===== src/rtl/mux_rud.sv =====
// rtl/mux_rud.sv - register-file write-back source selector with registered copy and status flags
module mux_rud #(
  parameter int WIDTH = 32
) (
  input  logic             clk,
  input  logic             rst_n,
  input  logic [WIDTH-1:0] Aoutpc,
  input  logic [WIDTH-1:0] Bdatard,
  input  logic [WIDTH-1:0] Calures,
  input  logic [1:0]       MUXopRUW,
  output logic [WIDTH-1:0] outMuxdm,
  output logic [WIDTH-1:0] outMuxdm_q,
  output logic [1:0]       sel_q,
  output logic             illegal_sel,
  output logic             out_changed
);

  // Source select; the illegal code and any unknown select fall to zero.
  always_comb begin
    outMuxdm = '0;
    case (MUXopRUW)
      2'b00:   outMuxdm = Calures;
      2'b01:   outMuxdm = Bdatard;
      2'b10:   outMuxdm = Aoutpc;
      default: outMuxdm = '0;
    endcase
  end

  // Registered copy, select history, sticky illegal flag and change pulse.
  always_ff @(posedge clk) begin
    if (!rst_n) begin
      outMuxdm_q  <= '0;
      sel_q       <= 2'b00;
      illegal_sel <= 1'b0;
      out_changed <= 1'b0;
    end else begin
      outMuxdm_q  <= outMuxdm;
      sel_q       <= MUXopRUW;
      illegal_sel <= illegal_sel | (MUXopRUW == 2'b11);
      out_changed <= (outMuxdm != outMuxdm_q);
    end
  end

endmodule


===== config.mk =====
export PLATFORM = sky130hd
export DESIGN_NAME = mux_rud
export DESIGN_NICKNAME = d
export VERILOG_FILES = /design/src/rtl/mux_rud.sv
export SDC_FILE = /design/constraint.sdc
export NUM_CORES = 1
export LEC_CHECK = 0
export BUFFER_PORTS_ARGS = -buffer_cell sky130_fd_sc_hd__buf_2
export CAP_MARGIN = 20
export CORE_MARGIN = 1.5
export CORE_UTILIZATION = 41
export CTS_BUF_LIST = sky130_fd_sc_hd__clkbuf_4 sky130_fd_sc_hd__clkbuf_8
export DETAILED_ROUTE_END_ITERATION = 8
export PLACE_DENSITY_LB_ADDON = 0.1
export SYNTH_ARGS = -nofsm -noshare
export SYNTH_HDL_FRONTEND = slang
export SYNTH_SLANG_ARGS = --single-unit

===== constraint.sdc =====
create_clock -name clk -period 1.75 [get_ports clk]
set_clock_uncertainty 0.1 [all_clocks]
set_input_delay 0 -clock clk [delete_from_list [all_inputs] [get_ports clk]]
set_output_delay 0 -clock clk [all_outputs]
set_load 0.02 [all_outputs]

* After elaboration in Yosys (flattened, before gate mapping)
Index checks and enable logic that the tools add are counted.
Word-level totals: output and inout bits 68, register bits after elaboration 36, bits of input ports 100, word-level logic and storage cells 11
Cells by class: reduce and logical (&&, ||, !) cells 1, muxes and demuxes 1, bitwise gates (word level) 1, eq/ne operators 4
Operator list (number):
- $pmux W32 S3 | 1
- $ne A32 B32 Y1 | 1
- $eq A2 B2 Y1 const B | 2
- $eq A2 B1 Y1 const B | 1
- $logic_not A2 Y1 | 1
- $or A1 B1 Y1 | 1

* Longest topological paths before layout
Gate-level depths: netlist of the first run.
depth in word-level cells 3, gate-level depth with buffers 8, mapped depth without buffers 6

* Worst setup path after synthesis of the first run
Ideal clock, no wire load.
path type input-to-reg, start in MUXopRUW[1], end reg out_changed, path slack -0.020 ns, stages 7, library setup time 0.140 ns, required time 1.510 ns, path buffers 1, arrival time 1.530 ns, cells stage by stage buf_6 mux2i_1 o21ai_0 xnor2_1 o311ai_0 nor4_1 a41oi_1
Between the ends: longest elaborated chain between the ends 3, elaborated cells on any way between the ends 5, classes of those cells eq/ne: 3; mux: 1; reduce/logical: 1
RTL lines:
- start: declaration | RTL line 10 | input logic [1:0] MUXopRUW,
- $eq A2 B2 Y1, or another cell as far along | RTL line 21 | case (MUXopRUW)
- $pmux W32 S3 * | RTL line 21
- via outMuxdm[6] | RTL line 11 | output logic [WIDTH-1:0] outMuxdm,
- $ne A32 B32 Y1 * | RTL line 40 | out_changed <= (outMuxdm != outMuxdm_q);
- end signal: assignment | RTL line 40
- end: declaration | RTL line 15 | output logic out_changed
The timed path passes the listed nets; every way through them passes the cells marked *. A chain may end at the register's enable or synchronous reset.

* Worst setup path after layout of the first run
start reg outMuxdm_q[18], end reg out_changed
Between the ends: longest elaborated chain between the ends 1
RTL lines:
- start: declaration | RTL line 12 | output logic [WIDTH-1:0] outMuxdm_q,
- start signal: assignment | RTL line 37 | outMuxdm_q <= outMuxdm;
- $ne A32 B32 Y1 | RTL line 40
Every way passes these cells.

==> results of run 1 <==
routing by layer:
layer	part of all wire (%)	routed length, µm
met4	1.1	65
met2	50	3020
met1	41	2470
met5	0	0
met3	8.4	507
logic make-up (layout without fill, tap and decap cells):
family	Yosys count	count (layout)	synth area share, %
flip-flops	36	36	32.9
buffers and inverters	22	193	5.76
XOR/XNOR	29	29	11.6
multiplexers	32	32	15.2
AO/OA/AOI/OAI	38	38	10.4
AND/OR/NAND/NOR	80	80	24.2
worst register-to-register path: cells and delay by family (launching register included):
family / cells / cell delay (ns)
AO/OA/AOI/OAI: 3 / 0.52
flip-flops: 1 / 0.39
AND/OR/NAND/NOR: 2 / 0.33
buffers and inverters: 1 / 0.08
power by group:
part | total (mW) | internal, mW | switching (mW)
combinational | 0.775 | 0.352 | 0.423
clock | 0.564 | 0.286 | 0.278
sequential | 0.903 | 0.871 | 0.0311
sequential cells by signal, indices dropped and copies added, names as in the netlist:
signal	cells
illegal_sel	1
outMuxdm_q	32
out_changed	1
sel_q	2
worst max path at each step:
stage	endpoint	cells after the start	slack (ns)
after floorplan	out_changed	7	0.004
after global placement	out_changed	8	0.10
after detailed placement	out_changed	8	0.05
after CTS	out_changed	6	0.09
after global routing	out_changed	6	0.007
final	out_changed	6	0.21
per-stage QoR:
| step | worst slack, ns | hold slack (ns) | instances |
|---|---|---|---|
| after floorplan | 0.00367 | 0.0217 | 237 |
| after global placement | 0.100 | 0.287 | 470 |
| after detailed placement | 0.0529 | 0.286 | 470 |
| after CTS | 0.0930 | 0.0423 | 478 |
| after global routing | 0.00712 | 0.0483 | 478 |
| final | 0.209 | 0.0492 | 478 |
synthesized netlist by cell type, drive strengths merged, types with 2 or more instances:
master,instances
and2,33
buf,10
clkbuf,7
dfxtp,36
inv,5
mux2i,32
nand2,2
nand3b,29
nand4,6
nor2,4
nor3,2
nor4,2
o21ai,31
xnor2,25
xor2,4
cell type report:
| class | count | area (µm²) |
|---|---|---|
| fill | 483 | 1920 |
| sequential | 36 | 721 |
| multi-input combinational | 179 | 1350 |
| tap | 70 | 87.6 |
| clock inverter | 1 | 5.00 |
| inverter | 5 | 18.8 |
| clock buffer | 6 | 76.3 |
| timing repair buffer | 181 | 968 |
timing repair:
action                     4_1_cts  5_1_grt
setup endpoints to repair        0        1
hold buffers                     1        0
hold endpoints to repair         1        0
==> results.json, run 1 <==
{
  "outcome": "completed",
  "die_w_um": 76.1,
  "crit_arrival_ns": 1.59,
  "power_leakage_nw": 1.62,
  "drtIter0Drc": 67,
  "core-area_um2": 5140,
  "worstMarginPinSlew_ns": 0.502,
  "whs_path_depth": 4,
  "grt_antenna_before_repair": 0,
  "rsz0062_at_grt": "false",
  "route.detailed.drc": 0,
  "grt_pass1_vias": 2261,
  "finalCritPeriodShare_pct": 88.1,
  "synth_cell_type_count": 32,
  "die_h_um": 76.1,
  "hold_end": "outMuxdm_q[31]",
  "maxCapViolations": 0,
  "ios": 168,
  "met1_usage_pct": 24.0,
  "vias": 2289,
  "met2_usage_pct": 39.3,
  "synth_area_um2": 2190,
  "dpl.hpwl_mm": 4.90,
  "synth-edff-count": 0,
  "gr-total-overflow": 0,
  "crit_required_ns": 1.80,
  "cpMaxStageDelayCell": "dfxtp_1",
  "relSlewSlack_pct": 66.5,
  "totalWireLength_mm": 6.06,
  "ys_seq_elements": 36,
  "grtUsageTotal_pct": 21.4,
  "clk_pin_slew_ns": 0.07,
  "rows": 26,
  "cts_resized": 0,
  "hold_path.startpoint": "Bdatard[31]",
  "fin_area_um2": 3220,
  "io_buffers": 167,
  "via_per_inst": 4.79,
  "finalSetupViolations": 0,
  "worstPathMaxFanout": 3,
  "num_antenna_cells": 0,
  "cp-startpoint": "outMuxdm_q[18]",
  "area_growth_pct": 47.0,
  "synth_nets": 337,
  "slew_viol_final": 0,
  "synthFlopType": "dfxtp_1",
  "fmaxAchievable_ghz": 0.649,
  "drive_gt1_share_pct": 47.3,
  "async_flop_share_pct": 0,
  "htreeDepth": 2,
  "final_common_cell": "buf_2",
  "crit_buf_inv": 1,
  "die_area_um2": 5790,
  "clock_latency_ns": 0.28,
  "wl_per_cell_um": 12.7,
  "criticalPathCategory": "reg -> reg",
  "post_cts_buffers": 0,
  "cts_tree": "done",
  "yosys_warnings": 0,
  "ff2ff_path_depth": 6,
  "place_area_um2": 3130,
  "synth_top_area_share_pct": 32.9,
  "hold_violations": 0,
  "avgSynthCellArea_um2": 9.25,
  "power_density_nw_per_um2": 696,
  "final_cell_mix": "buf_2, dfxtp_1, and2_1",
  "fin_crit_ns": 1.54,
  "initial_core_util_pct": 42.6,
  "r2r-start": "outMuxdm_q[18]",
  "gp_congestion": 0.793,
  "peakVddDrop_uv": 403,
  "nNetsFinal": 508,
  "ys_seq_area_share_pct": 32.9,
  "cts.sink_count": 36,
  "use_met3_pct": 5.87,
  "cts-root-buf": "clkbuf_8",
  "path_cells": "inv_1 -> a222oi_1 -> nand2b_1 -> o311ai_0 -> nor4_1 -> a41oi_1",
  "grt_pass1_wl_mm": 10.2,
  "ant_nets": 0,
  "rr_endpoint": "out_changed",
  "endpoint_kind": "flip-flop",
  "fin_setup_tns_ns": 0,
  "numCtsBuffers": 5,
  "hold_path.class": "in -> reg",
  "postLayoutCoreUtil_pct": 62.7,
  "cpLargestDelayFamily": "compound AO/OA/AOI/OAI gates",
  "max_stage_delay_ns": 0.39,
  "drtPass1Iterations": 4,
  "grt_max_degree": 35,
  "clk_path_buf_depth": 2,
  "netlist_top_cells_area": "dfxtp_1, mux2i_1, xnor2_1",
  "r2r_slack_ns": 0.21,
  "total_power_mw": 2.24,
  "yosysTopAreaCell": "dfxtp_1",
  "worstSetupStartpointType": "flip-flop",
  "top_usage_layer": "met2",
  "netlist_instances": 237
}
Power figures use the tool's default switching activity.
==> run 2, diff against run 1 <==
Settings changed: ABC_AREA set to 1, CORE_UTILIZATION 41 to 42.
==> run 2 against run 1 <==
Hold slack got worse by 0.038 ns. Global-route usage increased by 7.1 points. Synthesized cell count up 76%. Cell area rose by 17%. Core utilization is 6.1 points higher. Final cell count grew 46%. Critical path depth is 6 higher. Flip-flop and latch count unchanged. Area after synthesis grew 7.6%. Critical endpoint unchanged. Total power up 8.2%. First-iteration DRC count up 140%. Sequential share of layout area shrank 3.2 points.
==> results.json, run 2 <==
{
  "avgSynthCellArea_um2": 5.66,
  "grtUsageTotal_pct": 28.5,
  "rows": 27,
  "peakVddDrop_uv": 393,
  "num_antenna_cells": 0,
  "async_flop_share_pct": 0,
  "htreeDepth": 2,
  "fin_setup_tns_ns": 0,
  "fin_area_um2": 3760,
  "core-area_um2": 5470,
  "crit_buf_inv": 2,
  "maxCapViolations": 0,
  "fmaxAchievable_ghz": 0.678,
  "area_growth_pct": 59.5,
  "ios": 168,
  "worstPathMaxFanout": 3,
  "place_area_um2": 3300,
  "ys_seq_area_share_pct": 30.5,
  "largest_register": "outMuxdm_q",
  "path_cells": "dlygate4sd3_1 -> buf_2 -> nand2_1 -> nand3_1 -> nand2_1 -> nand2_1 -> nor2_1 -> nand2_1 -> nor2_1 -> nand2_1 -> nor2_1 -> nor2_1",
  "synth_common_cells": "nand2_1, nand3_1, inv_1",
  "fin_crit_ns": 1.47,
  "slew_viol_final": 0,
  "power_leakage_nw": 2.30,
  "initial_core_util_pct": 43.1,
  "yosysMostFrequentCell": "nand2_1",
  "numCtsBuffers": 5,
  "drtPass1Iterations": 5,
  "finalSetupViolations": 0,
  "worst_path_most_repeated_cell": "nand2_1",
  "cp-startpoint": "Calures[3]",
  "seqCellArea_um2": 721,
  "gr-total-overflow": 0,
  "yosysTopAreaCell": "dfxtp_1",
  "clock_latency_ns": 0.29,
  "die_area_um2": 6080,
  "largestRegisters": "outMuxdm_q: 32 flops, sel_q: 2 flops",
  "synth_nets": 517,
  "cts_resized": 0,
  "nFillCells": 535,
  "hold_path.class": "in -> reg",
  "netlist_top_cells_area": "dfxtp_1, nand2_1, nand3_1",
  "hold_path.startpoint": "rst_n",
  "cpMaxStageDelayCell": "dlygate4sd3_1",
  "cpLargestDelayFamily": "simple AND/OR/NAND/NOR gates",
  "worstSetupStartpointType": "input port",
  "crit_arrival_ns": 1.57,
  "yosys_warnings": 0,
  "route.detailed.drc": 0,
  "wl_per_cell_um": 12.4,
  "hold_violations": 0,
  "post_cts_buffers": 0,
  "rsz0062_at_grt": "false",
  "largest_reg_flops": 32,
  "r2r-start": "outMuxdm_q[2]",
  "final_common_cell": "buf_2",
  "die_w_um": 78.0,
  "synth_cell_type_count": 13,
  "cts.sink_count": 36,
  "outcome": "completed",
  "nNetsFinal": 724,
  "cts-root-buf": "clkbuf_8",
  "netlist_instances": 417,
  "clk_path_buf_depth": 2,
  "clk_pin_slew_ns": 0.08,
  "ant_nets": 0,
  "synth_area_um2": 2360,
  "grt_max_degree": 20,
  "drtIter0Drc": 161,
  "totalWireLength_mm": 8.65,
  "synth_top_area_share_pct": 30.5,
  "power_density_nw_per_um2": 644,
  "criticalPathCategory": "in -> reg",
  "final_cell_mix": "buf_2, nand2_1, nand3_1",
  "grt_antenna_before_repair": 0,
  "dpl.hpwl_mm": 6.54,
  "vias": 3404,
  "worstMarginPinSlew_ns": 0.394,
  "max_stage_delay_ns": 0.54,
  "finalCritPeriodShare_pct": 84.3,
  "via_per_inst": 4.88,
  "synth-edff-count": 0,
  "crit_required_ns": 1.84,
  "die_h_um": 78.0,
  "grt_pass1_vias": 3148,
  "grt_pass1_wl_mm": 13.9,
  "io_buffers": 167,
  "ys_seq_elements": 36,
  "endpoint_kind": "flip-flop",
  "drive_gt1_share_pct": 30.7,
  "synthFlopType": "dfxtp_1",
  "multi_input_area_um2": 1300,
  "cts_tree": "done",
  "gp_congestion": 0.805,
  "relSlewSlack_pct": 73.7
}
==> run 2: changes by cell type in the layout (fill, tap and decap cells not counted), moves of 3 or more <==
| cell | delta |
|---|---|
| nand2_1 | +151 |
| nand3_1 | +83 |
| inv_1 | +62 |
| dlygate4sd3_1 | +36 |
| and2_1 | -33 |
| mux2i_1 | -31 |
| nand3b_1 | -29 |
| o21ai_1 | -27 |
| nand4_1 | +26 |
| xnor2_1 | -25 |
| nor2_1 | +20 |
| xor2_1 | -4 |
| o21ai_0 | -3 |
==> run 2: layer usage <==
layer / track usage, % / wire, µm / vias to the layer above
met5: 0 / 0 / -
met4: 9.82 / 252 / 0
met3: 6.12 / 639 / 26
met2: 50.5 / 4190 / 154
met1: 33.8 / 3570 / 1486
li1: - / - / 1738
==> run 2: metrics by stage <==
stage               cells  utilization, %  hold slack [ns]  setup WS, ns  power [mW]
global route          697            68.8           0.0418         0.117        2.57
CTS                   697            68.8          0.00436         0.285        2.44
finish                697            68.8           0.0108         0.275        2.42
global placement      652            60.3            0.248         0.111        1.73
detailed placement    652            60.3            0.252        0.0697        1.74
floorplan             417               -            0.150         0.354        1.41
==> run 2: logic make-up (layout without fill, tap and decap cells) <==
family / after synthesis / after routing / synth area share (%)
compound gates: 1 / 1 / 0.212
buf+inv: 86 / 294 / 14.6
simple gates: 294 / 294 / 54.7
flops: 36 / 36 / 30.5
==> run 2: timing repair <==
item | CTS | global route
setup endpoints to repair | 0 | 0
endpoints found under the hold margin | 31 | 0
hold buffers | 37 | 0
==> run 2: power breakdown <==
group / leakage, nW / switching, mW / internal (mW)
clock: 0.0510 / 0.310 / 0.314
combinational: 1.95 / 0.529 / 0.362
sequential: 0.298 / 0.0367 / 0.872
total: 2.30 / 0.876 / 1.55
==> run 2: area by class of cell <==
type,count,share of cell area [%]
multi-input combinational,295,34.5
inverter,69,6.88
clock inverter,2,0.266
tap,72,2.39
timing repair buffer,217,34.6
clock buffer,6,2.19
sequential,36,19.1
==> run 2: final timing paths <==
check,end,slack [ns],cells past startpoint
setup reg to reg,out_changed,0.47,9
hold reg to reg,illegal_sel,0.39,2
hold / removal,sel_q[0],0.01,3
setup / recovery,out_changed,0.28,12
==> run 2: worst min-delay path: cells and delay by family <==
| kind | cells | cell delay (ns) |
|---|---|---|
| simple gates | 1 | 0.11 |
| buf+inv | 2 | 0.25 |
==> run 3, diff against run 2 <==
Clock period 1.75 ns to 1.55 ns, I/O delays scaled along.
==> run 3 against run 2 <==
Hold slack got worse by 0.0094 ns. Via count up 1.7%. Combinational power is 17% higher. Clock-buffer cell count stayed put. Non-clock buffer count grew 6. Sequential share of layout area barely moved. Wire length up 1.7%. Worst setup slack worse by 0.16 ns. Total power increased by 12%. Clock power rose by 5.9%. Final cell count grew 0.72%.
==> results.json, run 3 (synthesis gave the netlist of run 2 again) <==
{
  "slew_viol_final": 0,
  "grt_pass1_wl_mm": 13.8,
  "swShare_pct": 36.2,
  "grt_antenna_before_repair": 0,
  "fmaxAchievable_ghz": 0.697,
  "setup_ws_ns": 0.116,
  "hold_ws_ns": 0.00146,
  "fin_cells": 702,
  "power_frac_comb_pct": 38.0,
  "num_antenna_cells": 0,
  "finalCritPeriodShare_pct": 92.5,
  "rows": 27,
  "largest_reg_flops": 32,
  "seq_power_share_pct": 37.7,
  "criticalPathCategory": "in -> reg",
  "grt_max_degree": 17,
  "postLayoutCoreUtil_pct": 68.9,
  "worstPathMaxFanout": 3,
  "cpMaxStageDelayCell": "dlygate4sd3_1",
  "wl_per_cell_um": 12.5,
  "power_density_nw_per_um2": 722,
  "vias": 3462,
  "fin_crit_ns": 1.43,
  "clk_pin_slew_ns": 0.07,
  "grtUsageTotal_pct": 28.4,
  "die_w_um": 78.0,
  "htreeDepth": 2,
  "hold_violations": 0,
  "io_buffers": 167,
  "internal-power_mw": 1.74,
  "peakVddDrop_uv": 491,
  "final_common_cell": "buf_2",
  "path_cells": "dlygate4sd3_1 -> buf_2 -> nand2_1 -> nand3_1 -> nand2_1 -> dlygate4sd3_1 -> inv_1",
  "via_per_inst": 4.93,
  "relSlewSlack_pct": 78.4,
  "worstMarginPinSlew_ns": 0.325,
  "initial_core_util_pct": 43.1,
  "endpoint_kind": "flip-flop",
  "finalSetupViolations": 0,
  "nFillCells": 526,
  "dpl_worst_slack_ns": -0.0394,
  "area_growth_pct": 59.9,
  "dp_cells": 673,
  "maxCapViolations": 0,
  "hold_path.class": "in -> reg",
  "drtIter0Drc": 198,
  "drive_gt1_share_pct": 33.7,
  "core-area_um2": 5470,
  "die_h_um": 78.0,
  "largest_register": "outMuxdm_q",
  "largestRegisters": "outMuxdm_q: 32 flops, sel_q: 2 flops",
  "post_cts_buffers": 0,
  "clk_path_buf_depth": 2,
  "power_leakage_nw": 2.33,
  "rsz0062_at_grt": "false",
  "route.detailed.drc": 0,
  "die_area_um2": 6080,
  "max_stage_delay_ns": 0.56,
  "cts_tree": "done",
  "totalWireLength_mm": 8.80,
  "ant_nets": 0,
  "numCtsBuffers": 5,
  "final_cell_mix": "buf_2, nand2_1, nand3_1",
  "grt_pass1_vias": 3159,
  "drtPass1Iterations": 4,
  "p_clk_share_pct": 24.3,
  "cts.sink_count": 36,
  "total_power_mw": 2.72,
  "ios": 168,
  "outcome": "completed",
  "switchingPower_uw": 986,
  "clock_latency_ns": 0.29,
  "dpl.hpwl_mm": 6.87,
  "worstSetupStartpointType": "input port",
  "gr-total-overflow": 0,
  "cts-root-buf": "clkbuf_8",
  "crit_arrival_ns": 1.53,
  "nNetsFinal": 730,
  "gp_congestion": 0.884,
  "crit_required_ns": 1.64
}
run 3: cell count changes in the layout (fill, tap and decap cells not counted), sizes merged:
cell and change:
clkinv -1, buf +21, dlygate4sd3 -15
run 3: final cells by class:
cell class	instances	area [µm²]	area share (%)
Clock inverter	1	5.00	0.133
Tap cell	72	90.1	2.39
Multi-Input combinational cell	295	1300	34.4
Sequential cell	36	721	19.1
Clock buffer	6	76.3	2.02
Timing Repair Buffer	223	1320	35.1
Inverter	69	259	6.87
run 3: critical path: cells and delay by family:
kind                   cells  cell delay [ns]
AND/OR/NAND/NOR            3             0.24
buffers and inverters      4             1.29
run 3: metal layers:
layer,GRT usage [%],vias to the layer above,share of wire [%]
li1,-,1750,-
met1,31.8,1539,40
met2,52.3,150,50
met3,5.06,23,7.0
met4,11.8,0,2.6
met5,0,-,0
run 3: timing repair:
| action | 4_1_cts | 5_1_grt |
|---|---|---|
| gates resized for setup | 0 | 0 |
| endpoints found under the hold margin | 25 | 0 |
| hold buffers | 22 | 0 |
run 3: final timing paths:
kind	from	end	slack, ns	cells past startpoint
worst max-delay path	Calures[19]	outMuxdm_q[19]	0.12	7
worst min register to register	illegal_sel	illegal_sel	0.37	2
worst max register to register	outMuxdm_q[3]	out_changed	0.27	9
worst min-delay path	Calures[18]	outMuxdm_q[18]	0.001	5
run 3: power groups by stage:
stage	Combinational, mW	Clock [mW]	Sequential, mW
detailed placement	0.984	0	1.05
finish	1.04	0.662	1.03
CTS	1.03	0.682	1.03
global route	1.13	0.725	1.03
floorplan	0.482	0	1.11
global placement	0.976	0	1.04
run 3: through the flow:
step	area, µm²	TNS [ns]
after global routing	3770	0
final	3770	0
after CTS	3770	0
after floorplan	2360	0
after global placement	3470	0
after detailed placement	3470	-0.0394
